===== src/rtl/controle_pkg.sv =====
// Shared types for the multi-cycle nRisc control unit: FSM states, opcodes
// and datapath select encodings.
package controle_pkg;

  typedef enum logic [2:0] {
    S_FETCH  = 3'd0,
    S_DECODE = 3'd1,
    S_EXEC   = 3'd2,
    S_MEM    = 3'd3,
    S_WB     = 3'd4,
    S_HALT   = 3'd5,
    S_TRAP   = 3'd6
  } state_e;

  localparam logic [2:0] OP_LW   = 3'b000;
  localparam logic [2:0] OP_SW   = 3'b001;
  localparam logic [2:0] OP_ADD  = 3'b010;
  localparam logic [2:0] OP_ADDI = 3'b011;
  localparam logic [2:0] OP_SLT  = 3'b100;
  localparam logic [2:0] OP_JMP  = 3'b101;
  localparam logic [2:0] OP_BEQ  = 3'b110;
  localparam logic [2:0] OP_HALT = 3'b111;

  typedef enum logic [1:0] {
    PC_HOLD   = 2'b00,
    PC_INC    = 2'b01,
    PC_BRANCH = 2'b10,
    PC_JUMP   = 2'b11
  } pc_sel_e;

  typedef enum logic [1:0] {
    RW_NONE = 2'b00,
    RW_ULA  = 2'b01,
    RW_MEM  = 2'b10
  } reg_wr_e;

  typedef enum logic [1:0] {
    ULA_ADD   = 2'b00,
    ULA_SUB   = 2'b01,
    ULA_SLT   = 2'b10,
    ULA_PASSB = 2'b11
  } ula_op_e;

  function automatic logic is_mem_op(input logic [2:0] op);
    return (op == OP_LW) || (op == OP_SW);
  endfunction

endpackage


===== src/rtl/contador_timeout.sv =====
// Watchdog counter: counts enabled cycles, saturates at LIMIT and flags expiry.
// LIMIT of 0 disables the watchdog entirely.
module contador_timeout #(
  parameter int unsigned LIMIT = 16
) (
  input  logic clk,
  input  logic rst_n,
  input  logic clr_i,
  input  logic en_i,
  output logic expired_o
);

  localparam int unsigned W = (LIMIT < 2) ? 1 : $clog2(LIMIT + 1);

  logic [W-1:0] cnt_q, cnt_d;
  logic         hit;

  assign hit       = (LIMIT != 0) && (cnt_q == W'(LIMIT));
  assign expired_o = hit;

  always_comb begin
    cnt_d = cnt_q;
    if (clr_i) begin
      cnt_d = '0;
    end else if (en_i && !hit && (LIMIT != 0)) begin
      cnt_d = cnt_q + W'(1);
    end
  end

  always_ff @(posedge clk or negedge rst_n) begin
    if (!rst_n) begin
      cnt_q <= '0;
    end else begin
      cnt_q <= cnt_d;
    end
  end

endmodule


===== src/rtl/controle_multiciclo.sv =====
// Multi-cycle nRisc control unit: FETCH/DECODE/EXEC/MEM/WB sequencer with a
// memory-ready watchdog, illegal-opcode trap and retired-instruction counter.
module controle_multiciclo
  import controle_pkg::*;
#(
  parameter int unsigned OPCODE_W    = 3,
  parameter int unsigned MEM_TIMEOUT = 16,
  parameter int unsigned CNT_W       = 16
) (
  input  logic                clk,
  input  logic                reset,
  input  logic [OPCODE_W-1:0] opCode,
  input  logic                mem_ready,
  input  logic                zero,
  output logic [1:0]          PCWrite,
  output logic [1:0]          RegWrite,
  output logic [1:0]          UlaOp,
  output logic                IRWrite,
  output logic                MemRead,
  output logic                MemWrite,
  output logic                UlaSrc,
  output logic                RegSrc,
  output logic                Jump,
  output logic                beq,
  output logic                halted,
  output logic                illegal,
  output logic                timeout,
  output logic [CNT_W-1:0]    instr_count,
  output logic [2:0]          state
);

  state_e           state_q, state_d;
  logic [2:0]       op_q, op_d;
  logic [CNT_W-1:0] cnt_q, cnt_d;
  logic             illegal_q, illegal_d;
  logic             timeout_q, timeout_d;
  logic             retire;

  logic             wd_en, wd_clr, wd_expired;

  logic [7:0]       opc_ext;
  logic             opc_illegal;
  logic [2:0]       opc_lo;

  pc_sel_e          pc_w;
  reg_wr_e          rw;
  ula_op_e          ula_op;
  logic             ir_w, mem_rd, mem_wr, ula_src, reg_src, jump_s, beq_s;

  assign opc_ext     = 8'(opCode);
  assign opc_illegal = |opc_ext[7:3];
  assign opc_lo      = opc_ext[2:0];

  assign wd_en  = ((state_q == S_FETCH) || (state_q == S_MEM)) && !mem_ready;
  assign wd_clr = (state_d != state_q);

  contador_timeout #(
    .LIMIT(MEM_TIMEOUT)
  ) u_watchdog (
    .clk      (clk),
    .rst_n    (reset),
    .clr_i    (wd_clr),
    .en_i     (wd_en),
    .expired_o(wd_expired)
  );

  always_comb begin
    state_d   = state_q;
    op_d      = op_q;
    illegal_d = illegal_q;
    timeout_d = timeout_q;
    retire    = 1'b0;
    pc_w      = PC_HOLD;
    rw        = RW_NONE;
    ula_op    = ULA_ADD;
    ir_w      = 1'b0;
    mem_rd    = 1'b0;
    mem_wr    = 1'b0;
    ula_src   = 1'b0;
    reg_src   = 1'b0;
    jump_s    = 1'b0;
    beq_s     = 1'b0;

    case (state_q)
      S_FETCH: begin
        mem_rd = 1'b1;
        // Expiry wins over a mem_ready arriving in the same cycle.
        if (wd_expired) begin
          state_d   = S_TRAP;
          timeout_d = 1'b1;
        end else if (mem_ready) begin
          ir_w    = 1'b1;
          pc_w    = PC_INC;
          state_d = S_DECODE;
        end
      end

      S_DECODE: begin
        // op_q is not valid yet here, so decode uses the live opcode.
        op_d = opc_lo;
        if (opc_illegal) begin
          state_d   = S_TRAP;
          illegal_d = 1'b1;
        end else if (opc_lo == OP_HALT) begin
          state_d = S_HALT;
        end else if (opc_lo == OP_JMP) begin
          jump_s  = 1'b1;
          pc_w    = PC_JUMP;
          retire  = 1'b1;
          state_d = S_FETCH;
        end else begin
          state_d = S_EXEC;
        end
      end

      S_EXEC: begin
        if (is_mem_op(op_q)) begin
          ula_op  = ULA_ADD;
          ula_src = 1'b1;
          state_d = S_MEM;
        end else begin
          case (op_q)
            OP_ADD: begin
              ula_op  = ULA_ADD;
              state_d = S_WB;
            end
            OP_ADDI: begin
              ula_op  = ULA_ADD;
              ula_src = 1'b1;
              state_d = S_WB;
            end
            OP_SLT: begin
              ula_op  = ULA_SLT;
              state_d = S_WB;
            end
            OP_BEQ: begin
              ula_op  = ULA_SUB;
              beq_s   = 1'b1;
              pc_w    = zero ? PC_BRANCH : PC_HOLD;
              retire  = 1'b1;
              state_d = S_FETCH;
            end
            default: state_d = S_FETCH;
          endcase
        end
      end

      S_MEM: begin
        if (op_q == OP_SW) begin
          mem_wr = 1'b1;
        end else begin
          mem_rd = 1'b1;
        end
        if (wd_expired) begin
          state_d   = S_TRAP;
          timeout_d = 1'b1;
        end else if (mem_ready) begin
          if (op_q == OP_SW) begin
            retire  = 1'b1;
            state_d = S_FETCH;
          end else begin
            state_d = S_WB;
          end
        end
      end

      S_WB: begin
        if (op_q == OP_LW) begin
          rw      = RW_MEM;
          reg_src = 1'b1;
        end else begin
          rw = RW_ULA;
        end
        retire  = 1'b1;
        state_d = S_FETCH;
      end

      S_HALT:  state_d = S_HALT;
      S_TRAP:  state_d = S_TRAP;
      default: state_d = S_FETCH;
    endcase

    cnt_d = retire ? (cnt_q + CNT_W'(1)) : cnt_q;
  end

  always_ff @(posedge clk or negedge reset) begin
    if (!reset) begin
      state_q   <= S_FETCH;
      op_q      <= '0;
      cnt_q     <= '0;
      illegal_q <= 1'b0;
      timeout_q <= 1'b0;
    end else begin
      state_q   <= state_d;
      op_q      <= op_d;
      cnt_q     <= cnt_d;
      illegal_q <= illegal_d;
      timeout_q <= timeout_d;
    end
  end

  // Everything reads zero while reset is held, including the FETCH strobes.
  always_comb begin
    PCWrite     = '0;
    RegWrite    = '0;
    UlaOp       = '0;
    IRWrite     = 1'b0;
    MemRead     = 1'b0;
    MemWrite    = 1'b0;
    UlaSrc      = 1'b0;
    RegSrc      = 1'b0;
    Jump        = 1'b0;
    beq         = 1'b0;
    halted      = 1'b0;
    illegal     = 1'b0;
    timeout     = 1'b0;
    instr_count = '0;
    state       = '0;
    if (reset) begin
      PCWrite     = pc_w;
      RegWrite    = rw;
      UlaOp       = ula_op;
      IRWrite     = ir_w;
      MemRead     = mem_rd;
      MemWrite    = mem_wr;
      UlaSrc      = ula_src;
      RegSrc      = reg_src;
      Jump        = jump_s;
      beq         = beq_s;
      halted      = (state_q == S_HALT);
      illegal     = (state_q == S_TRAP) && illegal_q;
      timeout     = (state_q == S_TRAP) && timeout_q;
      instr_count = cnt_q;
      state       = state_q;
    end
  end

endmodule


===== config.mk =====
export PLATFORM = sky130hd
export DESIGN_NAME = controle_multiciclo
export DESIGN_NICKNAME = d
export VERILOG_FILES = /design/src/rtl/controle_pkg.sv /design/src/rtl/contador_timeout.sv /design/src/rtl/controle_multiciclo.sv
export SDC_FILE = /design/constraint.sdc
export NUM_CORES = 1
export LEC_CHECK = 0
export BUFFER_PORTS_ARGS = -buffer_cell sky130_fd_sc_hd__buf_2
export CAP_MARGIN = 20
export CORE_ASPECT_RATIO = 2
export CORE_MARGIN = 1
export CORE_UTILIZATION = 47
export DETAILED_ROUTE_END_ITERATION = 8
export PLACE_DENSITY = 0.8
export REMOVE_ABC_BUFFERS = 1
export SETUP_SLACK_MARGIN = 0.02
export SLEW_MARGIN = 20
export SYNTH_ARGS = -nofsm -noshare
export SYNTH_HDL_FRONTEND = slang
export SYNTH_SLANG_ARGS = --single-unit

===== constraint.sdc =====
create_clock -name clk -period 5.2 [get_ports clk]
set_input_delay 0.78 -clock clk [delete_from_list [all_inputs] [get_ports clk]]
set_output_delay 0.78 -clock clk [all_outputs]
set_load 0.03 [all_outputs]

==> results by group, run 1 <==
GRT
  – Vias in the first global route: 1545
  – First-pass GRT wire length: 6880 µm
  – M1 GR Usage: 25.7%
  – GR met2 Demand/Resource: 36.0%
  – GR Util All Layers: 21.4%
  – Initial antenna violation count: 0
  – GR peak layer: met2
  – GRT met3 Usage: 1.38%
  – Grt total ovfl: 0
  – Largest net degree at the start of global routing: 42

Detailed routing
  – Final ANT Viol Nets: 0
  – Via count: 1572
  – DR pass1 iterations: 5
  – Residual DRC: 0
  – Vias/cell: 5.57
  – DRT iter0 DRCs: 49
  – Total Wirelength: 4080 µm
  – Wire per inst: 14.5 µm

Synthesis
  – Unique masters post-synth: 46
  – Top-count cell post-synth: dfrtp_1
  – Synthesized instance count: 201
  – Async S/R FF share, synth: 100%
  – Number of synthesized flops with an enable pin: 0
  – Yosys reg bits: 28
  – Synth Area in Compound Gates: 7.02%
  – Ranking of synthesized cells by area: dfrtp_1, xnor2_1, and2_1
  – Most instantiated cells after synthesis: dfrtp_1, and2_1, xnor2_1, nand2_1
  – Seq/Total Area, Yosys: 37.1%
  – Post-synthesis mux area share: 4.57%
  – Post-Synth XOR/XNOR Area: 8.80%
  – Mapped cell area: 1890 µm²
  – Top FF cell, synth: dfrtp_1
  – Avg Synthesized Cell Area: 9.41 µm²
  – Synth Area in Simple Gates: 34.5%
  – Post-synth top area share: 37.1%
  – Post-Synth Adder-Cell Area: 1.99%
  – YS warnings: 0
  – Synth area leader: dfrtp_1
  – Largest family of logic cells by synthesized area: simple AND/OR/NAND/NOR gates

CTS
  – Root Buffer: clkbuf_8
  – Clock sinks: 28
  – Clk buf depth: 2
  – Htree depth: 1
  – Post-cts hold buffer count: 0
  – Setup Buffers After CTS: 0
  – Clk_lat worst skew: 290 ps
  – Clock transition at path regs: 100 ps
  – Total CTS buffers: 3
  – CTS tree: built
  – # resized after CTS: 0

Power
  – Net Sw Frac: 43.8%
  – Power Internal: 0.000514 W
  – Clk pwr share: 19.4%
  – Total power draw: 0.000914 W
  – Share of power burned in registers: 39.9%
  – Leak: 1.06 nW
  – Comb power frac: 40.6%
  – VDD IR max: 0.000291 V
  – Net load switching power: 0.000400 W
  – Pwr dens: 426 nW/µm²

Placement
  – PortBufs: 40
  – Placer congestion estimate: 0.901
  – Dpl hpwl: 3050 µm
  – Placed cell area: 2070 µm²
  – Placed Instances: 278

STA
  – Final max-slew violation count: 0
  – Final worst path period share: 57.7%
  – Fin Setup TNS: 0 ps
  – Final setup viols: 0
  – Slew @ Worst Pin: 685 ps
  – Max_slew headroom: 54.2%
  – Fmax: 333 MHz
  – Clk_skew: 3.07 ps
  – Crit path time final: 3000 ps
  – RSZ-0062 raised after global routing: no
  – Final hold violation count: 0

Critical path
  – CP required: 4420 ps
  – WP data arrival: 2220 ps
  – Worst setup SP type: flip-flop
  – Worst R2R End: cnt_q[1]$_DFFE_PN0P_
  – Crit path max fanout: 19
  – R2R cell count: 6
  – Reg-to-reg slack, setup: 2920 ps
  – Worst r2r src: u_watchdog.cnt_q[0]$_DFFE_PN0P_
  – Crit Path Class: flip-flop to output pin
  – Crit. End Element: output pin

Layout
  – Fin cells: 282
  – Syn-to-layout area delta: 13.4%
  – Layout cells sized above 1: 27.7%
  – Fin area: 2140 µm²
  – Finished Core Util: 55.8%
  – Ant diodes: 0
  – Final-stage net count: 242

Floorplanning
  – Core region area: 3840 µm²
  – Die height: 91.7 µm
  – Initial core utilization: 49.2%
  – Die area: 4300 µm²
  – Core Rows: 32
  – Ports: 42
  – Die Width: 46.8 µm

Worst hold path
  – Worst hold-check path type: input port to async pin

Status
  – Run status: finished, final reports clean

Job
  – Maxcap violations: 0
layout by cell type, fill, tap and decap left out, drive strengths merged, types with 5 or more instances in the layout:
cell    n
nand3   8
xnor2  16
nor2   10
and3   11
buf    41
and2   19
nand2  14
nand4   6
nor4    5
mux2    5
nor3   12
dfrtp  28
inv     6
power by group through the flow:
stage          Combinational [W]  Sequential, W  Clock [W]
6_report                0.000371       0.000365   0.000177
3_5_place_dp            0.000371       0.000367          0
4_1_cts                 0.000373       0.000362   0.000175
3_3_place_gp            0.000368       0.000367          0
2_1_floorplan           0.000289       0.000338          0
5_1_grt                 0.000406       0.000378   0.000182
logic make-up (layout without fill, tap and decap cells):
group | Yosys count | after routing
muxes | 8 | 8
AOI/OAI and AO/OA | 17 | 17
buffers and inverters | 21 | 51
other | 1 | 1
xor gates and xnor gates | 19 | 19
DFF | 28 | 28
adders and majority gates | 3 | 3
and+or+nand+nor | 104 | 104
per-layer routing:
metal  routed length [µm]  share of wire (%)
met5                    0                  0
met4                  145                3.6
met3                  129                3.2
met2                 2240                 55
met1                 1570                 38
registers in the layout (all words and copies together) (netlist names):
| name | flops |
|---|---|
| cnt_q | 16 |
| timeout_q | 1 |
| op_q | 3 |
| state_q | 3 |
| u_watchdog.cnt_q | 5 |
worst max-delay path by stage:
stage | from | end | slack, ps | cells past startpoint
floorplan | reset | PCWrite[1] | 2340 | 4
global placement | reset | MemWrite | 2550 | 4
detailed placement | reset | MemWrite | 2530 | 4
CTS | u_watchdog.cnt_q[0]$_DFFE_PN0P_ | PCWrite[0] | 2230 | 7
global route | state_q[1]$_DFF_PN0_ | PCWrite[1] | 2070 | 6
finish | state_q[2]$_DFF_PN0_ | PCWrite[0] | 2200 | 6
area by class of cell:
cell class | instances | area (µm²)
Fill cell | 390 | 1700
Multi-Input combinational cell | 152 | 1080
Sequential cell | 28 | 701
Timing Repair Buffer | 41 | 208
Tap cell | 51 | 63.8
Clock buffer | 3 | 41.3
Clock inverter | 1 | 30.0
Inverter | 6 | 22.5
through the flow:
stage,setup slack [ps],hold slack (ps)
floorplan,2340,428
global placement,2550,448
detailed placement,2530,457
CTS,2230,364
global route,2070,367
finish,2200,357
worst max-delay path, stage by stage (launching register included):
cell,delay (ps)
dfrtp_1,610
or3b_1,550
nor3_2,310
nand2_1,120
inv_1,70
or2_2,90
buf_2,180
Power figures use the tool's default switching activity.
==> run 2: changes to the inputs <==
--- a/config.mk
+++ b/config.mk
@@ -11,7 +11,7 @@
 export CORE_MARGIN = 1
 export CORE_UTILIZATION = 47
 export DETAILED_ROUTE_END_ITERATION = 8
-export PLACE_DENSITY = 0.8
+export PLACE_DENSITY = 0.82
 export REMOVE_ABC_BUFFERS = 1
 export SETUP_SLACK_MARGIN = 0.02
 export SLEW_MARGIN = 20
==> constraint.sdc (replaced) <==
create_clock -name clk -period 2.6 [get_ports clk]
set_input_delay 0.39 -clock clk [delete_from_list [all_inputs] [get_ports clk]]
set_output_delay 0.39 -clock clk [all_outputs]
set_load 0.03 [all_outputs]
==> results by group, run 2 (synthesis results as in run 1) <==
Critical path
  – Critical Path, Cell by Cell: or3b_1, nor3_2, nand2_1, inv_1, or2_2, buf_2
  – Worst r2r src: u_watchdog.cnt_q[0]$_DFFE_PN0P_
  – Worst setup SP type: flip-flop
  – Worst setup path end: PCWrite[0]
  – Slowest stage delay, CP: 510 ps (-100 ps)
  – CP required: 2210 ps (-2210 ps)
  – Slowest CP cell: dfrtp_2
  – Reg-to-reg slack, setup: 410 ps (-2510 ps)
  – Crit. End Element: output pin
  – Worst R2R End: cnt_q[1]$_DFFE_PN0P_
  – WP data arrival: 2030 ps (-190 ps)
  – Crit path max fanout: 14 (-5)
  – Critical path startpoint: state_q[1]$_DFF_PN0_
  – Crit Path Class: flip-flop to output pin
  – R2R cell count: 6 (unchanged)

CTS
  – Setup Buffers After CTS: 0 (unchanged)
  – Total CTS buffers: 3 (unchanged)
  – Htree depth: 1 (unchanged)
  – CTS tree: built
  – Root Buffer: clkbuf_8
  – # resized after CTS: 0 (unchanged)
  – Clock transition at path regs: 90 ps (about the same)
  – Clock sinks: 28 (unchanged)
  – Clk buf depth: 2 (unchanged)
  – Clk_lat worst skew: 270 ps (-20 ps)
  – Post-cts hold buffer count: 0 (unchanged)

Floorplanning
  – Die height: 91.7 µm (unchanged)
  – Die area: 4300 µm² (unchanged)
  – Core Rows: 32 (unchanged)
  – Ports: 42 (unchanged)
  – Initial core utilization: 49.2% (unchanged)
  – Core region area: 3840 µm² (unchanged)
  – Die Width: 46.8 µm (unchanged)

Layout
  – Syn-to-layout area delta: 14.7%
  – Ant diodes: 0 (unchanged)
  – Max FFs per register: 16 (unchanged)
  – Fin cells: 285 (+1.1%)
  – Finished Core Util: 56.4% (+0.62 points)
  – Largest reg by FF count: cnt_q
  – Fin area: 2170 µm² (+1.1%)
  – Layout cells sized above 1: 29.5% (+1.8 points)
  – Biggest regs: cnt_q x16, u_watchdog.cnt_q x5
  – Commonest cells after routing, fill and taps aside: buf_2, dfrtp_1, and2_1
  – Final-stage net count: 245 (+1.2%)
  – Most common cell after layout, fill and taps aside: buf_2

Detailed routing
  – Vias/cell: 5.64 (+1.2%)
  – Via count: 1608 (+2.3%)
  – DRT iter0 DRCs: 50 (+2.0%)
  – Wire per inst: 14.8 µm (+2.5%)
  – Total Wirelength: 4230 µm (+3.6%)
  – Final ANT Viol Nets: 0 (unchanged)
  – Residual DRC: 0 (unchanged)
  – DR pass1 iterations: 4 (-1)

STA
  – Final worst path period share: 93.1%
  – Fmax: 413 MHz
  – Max_slew headroom: 60.4% (+6.1 points)
  – Clk_skew: 4.23 ps (+1.16 ps)
  – Fin Setup TNS: 0 ps (unchanged)
  – RSZ-0062 raised after global routing: no
  – Final max-slew violation count: 0 (unchanged)
  – Final hold violation count: 0 (unchanged)
  – Final setup viols: 0 (unchanged)
  – Slew @ Worst Pin: 593 ps (-91.9 ps)
  – Crit path time final: 2420 ps

Power
  – Pwr dens: 848 nW/µm² (+99%)
  – Leak: 1.08 nW (+1.0%)
  – VDD IR max: 0.000552 V (+89%)

Job
  – Maxcap violations: 0 (unchanged)

Placement
  – Placer congestion estimate: 0.874 (-3.0%)
  – Placed Instances: 281 (+1.1%)
  – Dpl hpwl: 3210 µm (+5.4%)
  – Placed cell area: 2100 µm² (+1.1%)
  – PortBufs: 40 (unchanged)

GRT
  – Grt total ovfl: 0 (unchanged)
  – GR Util All Layers: 21.5% (+0.11 points)
  – Initial antenna violation count: 0 (unchanged)
  – Largest net degree at the start of global routing: 28 (-33%)
  – First-pass GRT wire length: 6940 µm (+0.90%)
  – Vias in the first global route: 1574 (+1.9%)

Status
  – Run status: finished, final reports clean

Worst hold path
  – Worst hold-check path type: input port to async pin
## run 2: per-stage QoR
step	power, W	setup WS [ps]	hold slack [ps]
detailed placement	0.00150	356	355
floorplan	0.00125	141	94.4
CTS	0.00184	86.4	54.9
global route	0.00195	40.5	78.4
global placement	0.00148	408	349
finish	0.00184	179	55.4
## run 2: final cells by class
type | instances | area [µm²]
Fill cell | 362 | 1680
Inverter | 6 | 22.5
Timing Repair Buffer | 44 | 230
Clock inverter | 1 | 30.0
Tap cell | 51 | 63.8
Multi-Input combinational cell | 152 | 1080
Sequential cell | 28 | 702
Clock buffer | 3 | 41.3
## run 2: power breakdown
group	leakage (nW)	switching, W	total [W]	internal [W]
Sequential	0.372	0.000176	0.000699	0.000523
Clock	0.0357	0.000128	0.000334	0.000206
Combinational	0.668	0.000492	0.000806	0.000315
Total	1.08	0.000796	0.00184	0.00104
## run 2: how the worst min path moves through the flow
stage          startpoint                   end  slack (ps)  depth (start not counted)
2_1_floorplan       reset  cnt_q[0]$_DFFE_PN0P_          90                          0
4_1_cts             reset  cnt_q[9]$_DFFE_PN0P_          50                          1
6_report            reset  cnt_q[9]$_DFFE_PN0P_          60                          1
3_5_place_dp        reset  cnt_q[9]$_DFFE_PN0P_         360                          1
5_1_grt             reset  cnt_q[9]$_DFFE_PN0P_          80                          1
3_3_place_gp        reset  cnt_q[9]$_DFFE_PN0P_         350                          1
## run 2: routing by layer
metal / GRT usage, % / up-vias / wire, µm
li1: - / 769 / -
met1: 24.5 / 777 / 1530
met2: 36.3 / 50 / 2420
met3: 2.36 / 12 / 128
met4: 11.9 / 0 / 144
met5: 0 / - / 0
## run 2: critical path: cells and delay by family (launching register included)
| family | cells | cell delay [ps] |
|---|---|---|
| simple gates | 4 | 980 |
| flops | 1 | 510 |
| buf+inv | 2 | 270 |
